$ cat config.mk
export PLATFORM = sky130hd
export DESIGN_NAME = alu_pool_arbiter_flat
export DESIGN_NICKNAME = d
export VERILOG_FILES = /design/src/rtl/alu_pool_arbiter_if.sv /design/src/rtl/alu_pool_arbiter.sv /design/src/flat_wrapper.sv
export SDC_FILE = /design/constraint.sdc
export NUM_CORES = 1
export LEC_CHECK = 0
export BUFFER_PORTS_ARGS = -buffer_cell sky130_fd_sc_hd__buf_2
export CAP_MARGIN = 10
export CORE_MARGIN = 5
export CORE_UTILIZATION = 58
export DETAILED_ROUTE_END_ITERATION = 10
export HOLD_SLACK_MARGIN = 0.06
export PLACE_DENSITY = 0.95
export SLEW_MARGIN = 10
export SYNTH_ARGS = -nofsm -noshare
export SYNTH_HDL_FRONTEND = slang
export SYNTH_SLANG_ARGS = --single-unit
$ cat constraint.sdc
create_clock -name clk -period 4.1 [get_ports clk]
set_input_delay 0.82 -clock clk [delete_from_list [all_inputs] [get_ports clk]]
set_output_delay 0.82 -clock clk [all_outputs]
set_load 0.05 [all_outputs]
$ cat src/rtl/alu_pool_arbiter_if.sv
// Request/grant bundle between issuing SICs and the pooled-ALU lock arbiter.
// The owner-return pulse is named alu_release because "release" is a reserved word.
interface alu_pool_arbiter_if #(
  parameter int unsigned NUM_ALUS  = 4,
  parameter int unsigned NUM_PORTS = 2,
  parameter int unsigned ID_WIDTH  = 16
);
  // A single-ALU pool still carries a 1-bit index so the bus never has zero width
  localparam int unsigned ALU_IDX_W = (NUM_ALUS > 1) ? $clog2(NUM_ALUS) : 1;

  logic [NUM_PORTS-1:0]                req_valid;
  logic [NUM_PORTS-1:0][ID_WIDTH-1:0]  req_id;
  logic [NUM_PORTS-1:0]                alu_release;
  logic                                flush;
  logic [NUM_PORTS-1:0]                grant;
  logic [NUM_PORTS-1:0][ALU_IDX_W-1:0] grant_alu;
  logic [NUM_ALUS-1:0]                 alu_busy;
  logic [NUM_ALUS-1:0][ID_WIDTH-1:0]   owner_id;

  modport master (
    output req_valid, req_id, alu_release, flush,
    input  grant, grant_alu, alu_busy, owner_id
  );

  modport slave (
    input  req_valid, req_id, alu_release, flush,
    output grant, grant_alu, alu_busy, owner_id
  );
endinterface

$ cat src/rtl/alu_pool_arbiter.sv
// Locks pooled ALUs to requesting SIC ports, one ALU per port, with registered grants.
// Ranking is round-robin by default; define ALU_ARB_AGE_PRIORITY_EN for oldest-issue-ID-first.
module alu_pool_arbiter #(
  parameter int unsigned NUM_ALUS  = 4,
  parameter int unsigned NUM_PORTS = 2,
  parameter int unsigned ID_WIDTH  = 16
) (
  input  logic              clk,
  input  logic              rst_n,
  alu_pool_arbiter_if.slave bus
);

  localparam int unsigned ALU_IDX_W  = (NUM_ALUS > 1) ? $clog2(NUM_ALUS) : 1;
  localparam int unsigned PORT_IDX_W = (NUM_PORTS > 1) ? $clog2(NUM_PORTS) : 1;

  typedef enum logic [1:0] {
    IDLE = 2'd0,
    WAIT = 2'd1,
    OWN  = 2'd2
  } port_state_e;

  port_state_e                         state_q [NUM_PORTS];
  port_state_e                         state_d [NUM_PORTS];
  logic [NUM_PORTS-1:0]                grant_q, grant_d;
  logic [NUM_PORTS-1:0][ALU_IDX_W-1:0] grant_alu_q, grant_alu_d;
  logic [NUM_ALUS-1:0]                 busy_q, busy_d;
  logic [NUM_ALUS-1:0][ID_WIDTH-1:0]   owner_q, owner_d;

  logic [NUM_PORTS-1:0] elig;
  logic [NUM_ALUS-1:0]  free_mask;
  logic                 found;
  logic                 alu_found;
  int                   cand;
  int                   alu_sel;

`ifdef ALU_ARB_AGE_PRIORITY_EN
  logic [NUM_PORTS-1:0] picked;

  // a is older than b when (a - b) wraps negative in ID_WIDTH arithmetic
  function automatic logic is_older(input logic [ID_WIDTH-1:0] a,
                                    input logic [ID_WIDTH-1:0] b);
    logic [ID_WIDTH-1:0] diff;
    diff = a - b;
    return diff[ID_WIDTH-1];
  endfunction
`else
  logic [PORT_IDX_W-1:0] rr_q, rr_d;
`endif

  // State and output registers
  always_ff @(posedge clk or negedge rst_n) begin
    if (!rst_n) begin
      for (int p = 0; p < int'(NUM_PORTS); p++) state_q[p] <= IDLE;
      grant_q     <= '0;
      grant_alu_q <= '0;
      busy_q      <= '0;
      owner_q     <= '0;
`ifndef ALU_ARB_AGE_PRIORITY_EN
      rr_q        <= '0;
`endif
    end else begin
      state_q     <= state_d;
      grant_q     <= grant_d;
      grant_alu_q <= grant_alu_d;
      busy_q      <= busy_d;
      owner_q     <= owner_d;
`ifndef ALU_ARB_AGE_PRIORITY_EN
      rr_q        <= rr_d;
`endif
    end
  end

  // Per-port transitions, releases, then ranked allocation over ALUs free at this edge
  always_comb begin
    state_d     = state_q;
    grant_d     = grant_q;
    grant_alu_d = grant_alu_q;
    busy_d      = busy_q;
    owner_d     = owner_q;
    elig        = '0;
    free_mask   = ~busy_q;
    found       = 1'b0;
    alu_found   = 1'b0;
    cand        = 0;
    alu_sel     = 0;
`ifdef ALU_ARB_AGE_PRIORITY_EN
    picked      = '0;
`else
    rr_d        = rr_q;
`endif

    if (bus.flush) begin
      for (int p = 0; p < int'(NUM_PORTS); p++) state_d[p] = IDLE;
      grant_d     = '0;
      grant_alu_d = '0;
      busy_d      = '0;
      owner_d     = '0;
    end else begin
      for (int p = 0; p < int'(NUM_PORTS); p++) begin
        unique case (state_q[p])
          IDLE: if (bus.req_valid[p]) state_d[p] = WAIT;
          WAIT: begin
            if (bus.req_valid[p]) elig[p] = 1'b1;
            else                  state_d[p] = IDLE;
          end
          OWN: begin
            if (bus.alu_release[p]) begin
              state_d[p]     = IDLE;
              grant_d[p]     = 1'b0;
              grant_alu_d[p] = '0;
              for (int a = 0; a < int'(NUM_ALUS); a++) begin
                if (ALU_IDX_W'(a) == grant_alu_q[p]) begin
                  busy_d[a]  = 1'b0;
                  owner_d[a] = '0;
                end
              end
            end
          end
          default: state_d[p] = IDLE;
        endcase
      end

      // Rank slot k picks a port, then takes the lowest-index ALU still free
      for (int k = 0; k < int'(NUM_PORTS); k++) begin
        found = 1'b0;
        cand  = 0;
`ifdef ALU_ARB_AGE_PRIORITY_EN
        for (int q = 0; q < int'(NUM_PORTS); q++) begin
          if (elig[q] && !picked[q] &&
              (!found || is_older(bus.req_id[q], bus.req_id[cand]))) begin
            cand  = q;
            found = 1'b1;
          end
        end
        if (found) picked[cand] = 1'b1;
`else
        cand  = (int'(rr_q) + k) % int'(NUM_PORTS);
        found = elig[cand];
`endif
        if (found) begin
          alu_found = 1'b0;
          alu_sel   = 0;
          for (int a = 0; a < int'(NUM_ALUS); a++) begin
            if (free_mask[a] && !alu_found) begin
              alu_sel   = a;
              alu_found = 1'b1;
            end
          end
          if (alu_found) begin
            free_mask[alu_sel] = 1'b0;
            state_d[cand]      = OWN;
            grant_d[cand]      = 1'b1;
            grant_alu_d[cand]  = ALU_IDX_W'(alu_sel);
            busy_d[alu_sel]    = 1'b1;
            owner_d[alu_sel]   = bus.req_id[cand];
`ifndef ALU_ARB_AGE_PRIORITY_EN
            rr_d = PORT_IDX_W'((cand + 1) % int'(NUM_PORTS));
`endif
          end
        end
      end
    end
  end

  assign bus.grant     = grant_q;
  assign bus.grant_alu = grant_alu_q;
  assign bus.alu_busy  = busy_q;
  assign bus.owner_id  = owner_q;

endmodule

$ cat src/flat_wrapper.sv
// flat-port wrapper written by rule: the top's interface ports become plain ports
module alu_pool_arbiter_flat 
#(
  parameter int unsigned NUM_ALUS  = 4,
  parameter int unsigned NUM_PORTS = 2,
  parameter int unsigned ID_WIDTH  = 16
)
  (clk, rst_n, bus_req_valid, bus_req_id, bus_alu_release, bus_flush, bus_grant, bus_grant_alu, bus_alu_busy, bus_owner_id);
  alu_pool_arbiter_if #(.NUM_ALUS(NUM_ALUS), .NUM_PORTS(NUM_PORTS), .ID_WIDTH(ID_WIDTH)) bus_i ();
  input  logic clk;
  input  logic rst_n;
  input wire logic [$bits(bus_i.req_valid)-1:0] bus_req_valid;
  input wire logic [$bits(bus_i.req_id)-1:0] bus_req_id;
  input wire logic [$bits(bus_i.alu_release)-1:0] bus_alu_release;
  input wire logic [$bits(bus_i.flush)-1:0] bus_flush;
  output wire logic [$bits(bus_i.grant)-1:0] bus_grant;
  output wire logic [$bits(bus_i.grant_alu)-1:0] bus_grant_alu;
  output wire logic [$bits(bus_i.alu_busy)-1:0] bus_alu_busy;
  output wire logic [$bits(bus_i.owner_id)-1:0] bus_owner_id;
  assign bus_i.req_valid = bus_req_valid;
  assign bus_i.req_id = bus_req_id;
  assign bus_i.alu_release = bus_alu_release;
  assign bus_i.flush = bus_flush;
  assign bus_grant = bus_i.grant;
  assign bus_grant_alu = bus_i.grant_alu;
  assign bus_alu_busy = bus_i.alu_busy;
  assign bus_owner_id = bus_i.owner_id;
  alu_pool_arbiter #(.NUM_ALUS(NUM_ALUS), .NUM_PORTS(NUM_PORTS), .ID_WIDTH(ID_WIDTH)) u_core (.clk(clk), .rst_n(rst_n), .bus(bus_i));
endmodule
==> run_results.csv, run 1 <==
group,metric,value,unit
power_and_ir_drop,p_total,0.00256,W
power_and_ir_drop,ir_drop,0.293,mV
clock_tree,cts.sinks,79,
final_layout,stdcell_area,5250,um^2
clock_tree,clk_path_buf_depth,2,
sta,slew_viol_final,0,
drt,num_vias,4325,
hold_path,hold_path_class,"reg2reg",
synth,yosysSeqAreaShare,0.441,
floorplanning,die-area,9580,um^2
grt,grt_first_pass_wirelength,23000,um
final_layout,seq_area,1980,um^2
outcome,outcome,"finished, final reports clean",
floorplanning,fp.dieH,97.9,um
sta,max_slew_margin,0.193,
grt,grt_overflow,0,
clock_tree,cts_resized,0,
synth,synth_fp_nets,438,
sta,finalClockSkew,0.00866,ns
grt,grt_usage,0.296,
setup_path,crit_top_cell,"buf_4",
setup_path,crit_fanout,25,
sta,min_period,3.28,ns
floorplanning,coreArea,7610,um^2
setup_path,crit_chain,"buf_4, nand4bb_4, a21boi_1, nor4_4, buf_4, a221oi_1, a211oi_1",
sta,hold_violations,0,
grt,grt_pass1_vias,4287,
clock_tree,numCtsBuffers,9,
job,cap_violations,0,
final_layout,final_common_cell,"buf_2",
final_layout,area_delta_synth_final,17.1,%
drt,drtIter0Drc,569,
final_layout,nFillCells,599,
drt,drc,0,
synth,netlist_area,4480,um^2
synth,yosys.area_share.adder,0.00223,
synth,synth_compound_area_frac,0.323,
clock_tree,clkTransAtPathRegs,0.09,ns
place,gp_congestion,0.969,
drt,wl,14300,um
drt,ant_nets,0,
place,port_buffers,112,
sta,finalSetupTns,0,ns
final_layout,final_cell_mix,"buf_2 (111), dfrtp_1 (78), a211oi_1 (68), a221oi_1 (48)",
drt,drt_first_pass_iters,8,
clock_tree,clk_latency,0.35,ns
synth,synth.avg_cell_area,11.2,um^2
setup_path,cp_slowest_stage_delay,0.76,ns
final_layout,diodes,0,
floorplanning,fp-row-count,32,
setup_path,cpMaxStageDelayCell,"nor4_4",
clock_tree,cts_htree_levels,3,
floorplanning,ios,113,
synth,yosys_warnings,0,
setup_path,critical_path_required,4.34,ns
final_layout,drive_above_1_share,0.369,
floorplanning,die_width,97.9,um
clock_tree,tritoncts,"done",
final_layout,multiInputGateArea,2280,um^2
setup_path,cp-end-kind,"register",
clock_tree,post-cts-setup-buffers,0,
setup_path,worstSetupPathType,"reg2reg",
synth,synth_cells,399,
grt,antenna_found_initial,0,
synth,synth-simple-area-share,0.104,
drt,via_per_inst,7.23,
clock_tree,clockRootBuffer,"clkbuf_8",
synth,yosys.cell_types.count,56,
power_and_ir_drop,power_leakage,2.32,nW
synth,synth_top_family_by_area,"compound AO/OA/AOI/OAI gates",
sta,max_freq,305,MHz
sta,tightestPinTransition,1.21,ns
place,dp_hpwl,9880,um
synth,ys_ff_latch,79,
setup_path,critPathLaunchType,"register",
drt,routedWlPerCell,24.0,um
synth,muxShareOfSynthArea,0.0760,
clock_tree,hold_buffers,0,
sta,fin_crit_sh,0.800,
setup_path,critical_path_arrival,3.52,ns
floorplanning,start_util,0.589,
sta,grt_setup_unrepaired,"false",
synth,synthXorXnorAreaFrac,0.00195,
place,dpl_cell_area,5050,um^2
grt,grt_max_degree,80,
sta,setup_viol,0,
power_and_ir_drop,powerDensity,487,nW/um^2
final_layout,nets,530,
==> metrics by stage <==
stage          setup slack, ns  hold slack, ns  cells   util
3_3_place_gp              1.08           0.509    582  0.664
2_1_floorplan             1.84           0.524    399      -
3_5_place_dp             0.905           0.528    582  0.664
4_1_cts                  0.918           0.539    598  0.690
5_1_grt                  0.635           0.566    598  0.690
6_report                 0.821           0.529    598  0.690
==> cell usage after synthesis, drive strengths merged <==
cell type  count  area, um^2
nor4b          3        26.3
nand4          1        6.26
a211o          1        8.76
a31oi          1        6.26
a221oi        49         435
xor2           1        8.76
nor3           2        15.0
o21ai          4        20.0
nor2          16        75.1
nand2b         2        12.5
clkbuf        19        71.3
a222oi        16         160
a21o           4        30.0
a22oi          3        22.5
mux2i         16         160
and4bb         3        37.5
or4            1        7.51
and4           1        8.76
or4bb          1        11.3
buf           24         145
nand4bb        1        27.5
o32ai          1        8.76
a211oi        73         588
and3           2        17.5
nor4           3        48.8
inv            4        15.0
nand3b         2        15.0
mux2          16         180
nand4b         4        41.3
nand2         11        48.8
or3b           2        17.5
and4b          2        20.0
a21oi         18         109
o22ai          2        12.5
a21boi         2        15.0
dfrtp         79        1980
o31ai          1        21.3
o211ai         1        7.51
nand3          5        25.0
and2           1        6.26
maj3           1        10.0
==> layer usage <==
| metal | vias to the layer above | wire length [um] | GRT usage |
|---|---|---|---|
| met5 | - | 0 | 0 |
| met4 | 0 | 555 | 0.131 |
| met3 | 53 | 1570 | 0.0643 |
| met2 | 322 | 6830 | 0.470 |
| met1 | 2101 | 5370 | 0.392 |
| li1 | 1849 | - | - |
==> kinds of logic after synthesis <==
family	after synthesis
multiplexers	32
flip-flops	79
XOR/XNOR	1
AO/OA/AOI/OAI	176
buffers and inverters	47
AND/OR/NAND/NOR	63
adder cells (fa/ha/maj)	1
==> worst paths after layout <==
path,start,endpoint,slack [ns],cells after the start
worst max-delay path,u_core.rr_q$_DFFE_PN0P_,u_core.bus.owner_id[23]$_DFF_PN0_,0.82,7
worst min-delay path,u_core.bus.grant[1]$_DFF_PN0_,u_core.bus.grant[1]$_DFF_PN0_,0.53,2
worst max register to register,u_core.rr_q$_DFFE_PN0P_,u_core.bus.owner_id[23]$_DFF_PN0_,0.82,7
worst min register to register,u_core.bus.grant[1]$_DFF_PN0_,u_core.bus.grant[1]$_DFF_PN0_,0.53,2
max in group asynchronous,rst_n,u_core.rr_q$_DFFE_PN0P_,2.78,1
min in group asynchronous,rst_n,u_core.state_q[1]$_DFF_PN0_,0.60,1
==> worst max-delay path: cells and delay by family (launching register included) <==
family	cells	cell delay [ns]
and+or+nand+nor	2	1.13
AOI/OAI and AO/OA	3	0.58
DFF	1	0.64
buffers and inverters	2	0.79
==> state kept, by name, indices dropped and copies added, names as in the netlist <==
| signal | cells |
|---|---|
| u_core.bus.owner_id | 64 |
| u_core.bus.alu_busy | 4 |
| u_core.bus.grant_alu | 4 |
| u_core.state_q | 4 |
| u_core.bus.grant | 2 |
| u_core.rr_q | 1 |
==> power by group <==
group / switching (W) / internal (W)
logic: 0.000689 / 0.000317
clock network: 0.000307 / 0.000282
registers: 0.000107 / 0.000854
total: 0.00110 / 0.00145
==> layout make-up <==
type | count | area share
multi-input combinational | 273 | 0.434
tap | 102 | 0.0243
clock buffer | 9 | 0.0236
clock inverter | 7 | 0.0138
sequential | 79 | 0.377
timing repair buffer | 124 | 0.124
inverter | 4 | 0.00286
Power figures use the tool's default switching activity.
==> run 2: changes to the inputs <==
--- a/config.mk
+++ b/config.mk
@@ -5,13 +5,14 @@
 export SDC_FILE = /design/constraint.sdc
 export NUM_CORES = 1
 export LEC_CHECK = 0
+export ABC_AREA = 1
 export BUFFER_PORTS_ARGS = -buffer_cell sky130_fd_sc_hd__buf_2
 export CAP_MARGIN = 10
 export CORE_MARGIN = 5
-export CORE_UTILIZATION = 58
+export CORE_UTILIZATION = 50
 export DETAILED_ROUTE_END_ITERATION = 10
 export HOLD_SLACK_MARGIN = 0.06
-export PLACE_DENSITY = 0.95
+export PLACE_DENSITY = 0.87
 export SLEW_MARGIN = 10
 export SYNTH_ARGS = -nofsm -noshare
 export SYNTH_HDL_FRONTEND = slang
==> constraint.sdc (replaced) <==
create_clock -name clk -period 3 [get_ports clk]
set_input_delay 0.6 -clock clk [delete_from_list [all_inputs] [get_ports clk]]
set_output_delay 0.6 -clock clk [all_outputs]
set_load 0.05 [all_outputs]
==> run 2 against run 1 <==
Compared with the run above: global-route usage down 4.8 points; maximum frequency grew 41%; final cell count grew 80%; die area rose by 31%; non-clock buffer count increased by 1; sequential power is 50% higher; critical endpoint is now u_core.bus.owner_id[5]$_DFF_PN0_; setup slack worse by 0.15 ns; area after synthesis rose by 16%; cell area is 15% higher.
==> run_results.csv, run 2 <==
group,metric,value,unit
power_and_ir_drop,power_leakage,3.59,nW
floorplanning,fp-row-count,37,
setup_path,crit_top_cell,"nand2_1",
synth,synth_top_area_frac,0.379,
clock_tree,post-cts-setup-buffers,0,
drt,drc,0,
setup_path,crit_fanout,35,
sta,finalSetupTns,0,ns
synth,yosysSeqAreaShare,0.379,
drt,drt_first_pass_iters,5,
synth,yosys.area.top_type,"dfrtp_1",
grt,grt_overflow,0,
setup_path,critical_path_required,3.24,ns
place,dp_hpwl,11200,um
synth,synth_common_cells,"nand2_1 (307), nor2_1 (168), dfrtp_1 (79)",
sta,max_freq,429,MHz
drt,drtIter0Drc,484,
clock_tree,hold_buffers,0,
synth,netlist_area,5210,um^2
sta,setup_viol,0,
final_layout,fin_util,0.588,
synth,synth_ff_type,"dfrtp_1",
sta,finalClockSkew,0.0184,ns
grt,grt_usage,0.248,
grt,grt_pass1_vias,5180,
final_layout,drive_above_1_share,0.182,
synth,async_flop_share,1.00,
setup_path,cpMaxStageDelayCell,"dfrtp_1",
setup_path,cp_top_family,"simple AND/OR/NAND/NOR gates",
setup_path,crit-reg2reg-launch,"u_core.bus.alu_busy[0]$_DFF_PN0_",
sta,tightestPinTransition,0.845,ns
final_layout,area_delta_synth_final,15.4,%
synth,synth_area_leaders,"dfrtp_1 (38%), nand2_1 (22%), nor2_1 (12%)",
sta,max_slew_margin,0.431,
clock_tree,clockRootBuffer,"clkbuf_8",
power_and_ir_drop,ir_drop,0.606,mV
outcome,outcome,"finished, final reports clean",
floorplanning,die_width,112,um
clock_tree,clkTransAtPathRegs,0.10,ns
power_and_ir_drop,powerDensity,789,nW/um^2
clock_tree,cts.sinks,79,
synth,synth.avg_cell_area,6.18,um^2
clock_tree,numCtsBuffers,9,
clock_tree,tritoncts,"done",
sta,fin_crit_sh,0.777,
setup_path,crit_chain,"nand2_2, nor2_2, nand2_1, inv_2, nor2_8, nor3b_4, buf_4, nand2_1, o21ai_1, nand2_1, nand2_1, nor2_1",
setup_path,crit_buf_inv,2,
setup_path,r2r_setup_slack,0.67,ns
setup_path,cp-end-kind,"register",
floorplanning,die-area,12600,um^2
setup_path,critical_path_arrival,2.57,ns
setup_path,cp_slowest_stage_delay,0.47,ns
synth,synth-edff-count,0,
final_layout,diodes,0,
final_layout,nets,974,
clock_tree,cts_htree_levels,3,
floorplanning,coreArea,10200,um^2
synth,synth_cells,844,
sta,grt_setup_unrepaired,"false",
place,port_buffers,112,
setup_path,worstSetupPathType,"reg2reg",
sta,slew_viol_final,0,
grt,grt_first_pass_wirelength,25400,um
synth,yosysMostFrequentCell,"nand2_1",
drt,wl,15500,um
floorplanning,ios,113,
synth,yosys.cell_types.count,29,
sta,min_period,2.33,ns
floorplanning,start_util,0.510,
drt,routedWlPerCell,14.4,um
hold_path,hold_path_class,"in2async",
drt,num_vias,5547,
place,gp_congestion,0.978,
place,post-place-ws,0.549,ns
grt,grt_max_degree,48,
sta,hold_violations,0,
clock_tree,clk_latency,0.37,ns
job,cap_violations,0,
setup_path,r2r_cells,12,
final_layout,largest_reg_flops,64,
final_layout,final_common_cell,"nand2_1",
sta,fin_ws,0.668,ns
grt,antenna_found_initial,0,
setup_path,critPathLaunchType,"register",
final_layout,final_cell_mix,"nand2_1 (307), nor2_1 (168), buf_2 (111), dfrtp_1 (78), inv_1 (71)",
power_and_ir_drop,p_total,0.00475,W
setup_path,timing.rr.end,"u_core.bus.owner_id[5]$_DFF_PN0_",
clock_tree,clk_path_buf_depth,2,
clock_tree,cts_resized,0,
synth,ys_ff_latch,79,
synth,yosys_warnings,0,
drt,ant_nets,0,
synth,synth_fp_nets,883,
floorplanning,fp.dieH,112,um
drt,via_per_inst,5.16,
[run 2: layer usage]
layer	wire, um	GRT usage
met3	1230	0.0485
met5	0	0
met2	7050	0.383
met1	6940	0.351
met4	311	0.0825
[run 2: how the worst max path moves through the flow]
stage                                      from                                 to  slack (ns)  depth (start not counted)
2_1_floorplan  u_core.bus.alu_busy[1]$_DFF_PN0_  u_core.bus.owner_id[45]$_DFF_PN0_        1.04                         12
3_3_place_gp                   bus_req_valid[1]   u_core.bus.owner_id[7]$_DFF_PN0_        0.58                         12
4_1_cts        u_core.bus.alu_busy[0]$_DFF_PN0_   u_core.bus.owner_id[1]$_DFF_PN0_        0.69                         12
3_5_place_dp                   bus_req_valid[1]   u_core.bus.owner_id[7]$_DFF_PN0_        0.55                         12
6_report       u_core.bus.alu_busy[0]$_DFF_PN0_   u_core.bus.owner_id[5]$_DFF_PN0_        0.67                         12
5_1_grt        u_core.bus.alu_busy[0]$_DFF_PN0_   u_core.bus.owner_id[7]$_DFF_PN0_        0.46                         12
[run 2: layout make-up]
class / instances / area [um^2]
clock buffer: 9 / 124
clock inverter: 7 / 55.1
fill: 975 / 4210
inverter: 78 / 295
multi-input combinational: 642 / 2730
sequential: 79 / 1980
tap: 136 / 170
timing repair buffer: 125 / 661
[run 2: cell families after synthesis]
family                 Yosys count  share of synthesized area
AND/OR/NAND/NOR                543                      0.424
buffers and inverters          123                     0.0965
AO/OA/AOI/OAI                   96                     0.0948
flip-flops                      79                      0.379
multiplexers                     2                    0.00432
XOR/XNOR                         1                    0.00168
[run 2: power by group]
part | switching [W] | internal, W | leakage [nW] | total, W
Sequential | 0.000165 | 0.00127 | 1.08 | 0.00144
Clock | 0.000436 | 0.000307 | 0.0862 | 0.000743
Combinational | 0.00193 | 0.000635 | 2.42 | 0.00257
[run 2: through the flow]
step / instance area, um^2 / instances / hold slack [ns]
detailed placement: 5840 / 1060 / 0.526
floorplan: 5210 / 844 / 0.304
global route: 6020 / 1076 / 0.276
finish: 6020 / 1076 / 0.249
global placement: 5840 / 1060 / 0.501
CTS: 6020 / 1076 / 0.257
[run 2: worst reg2reg max path: stages, from the launching register on]
cell     delay [ns]
dfrtp_1        0.47
nand2_2        0.13
nor2_2         0.06
nand2_1        0.10
inv_2          0.08
nor2_8         0.36
nor3b_4        0.27
buf_4          0.34
nand2_1        0.09
o21ai_1        0.09
nand2_1        0.06
nand2_1        0.10
nor2_1         0.06
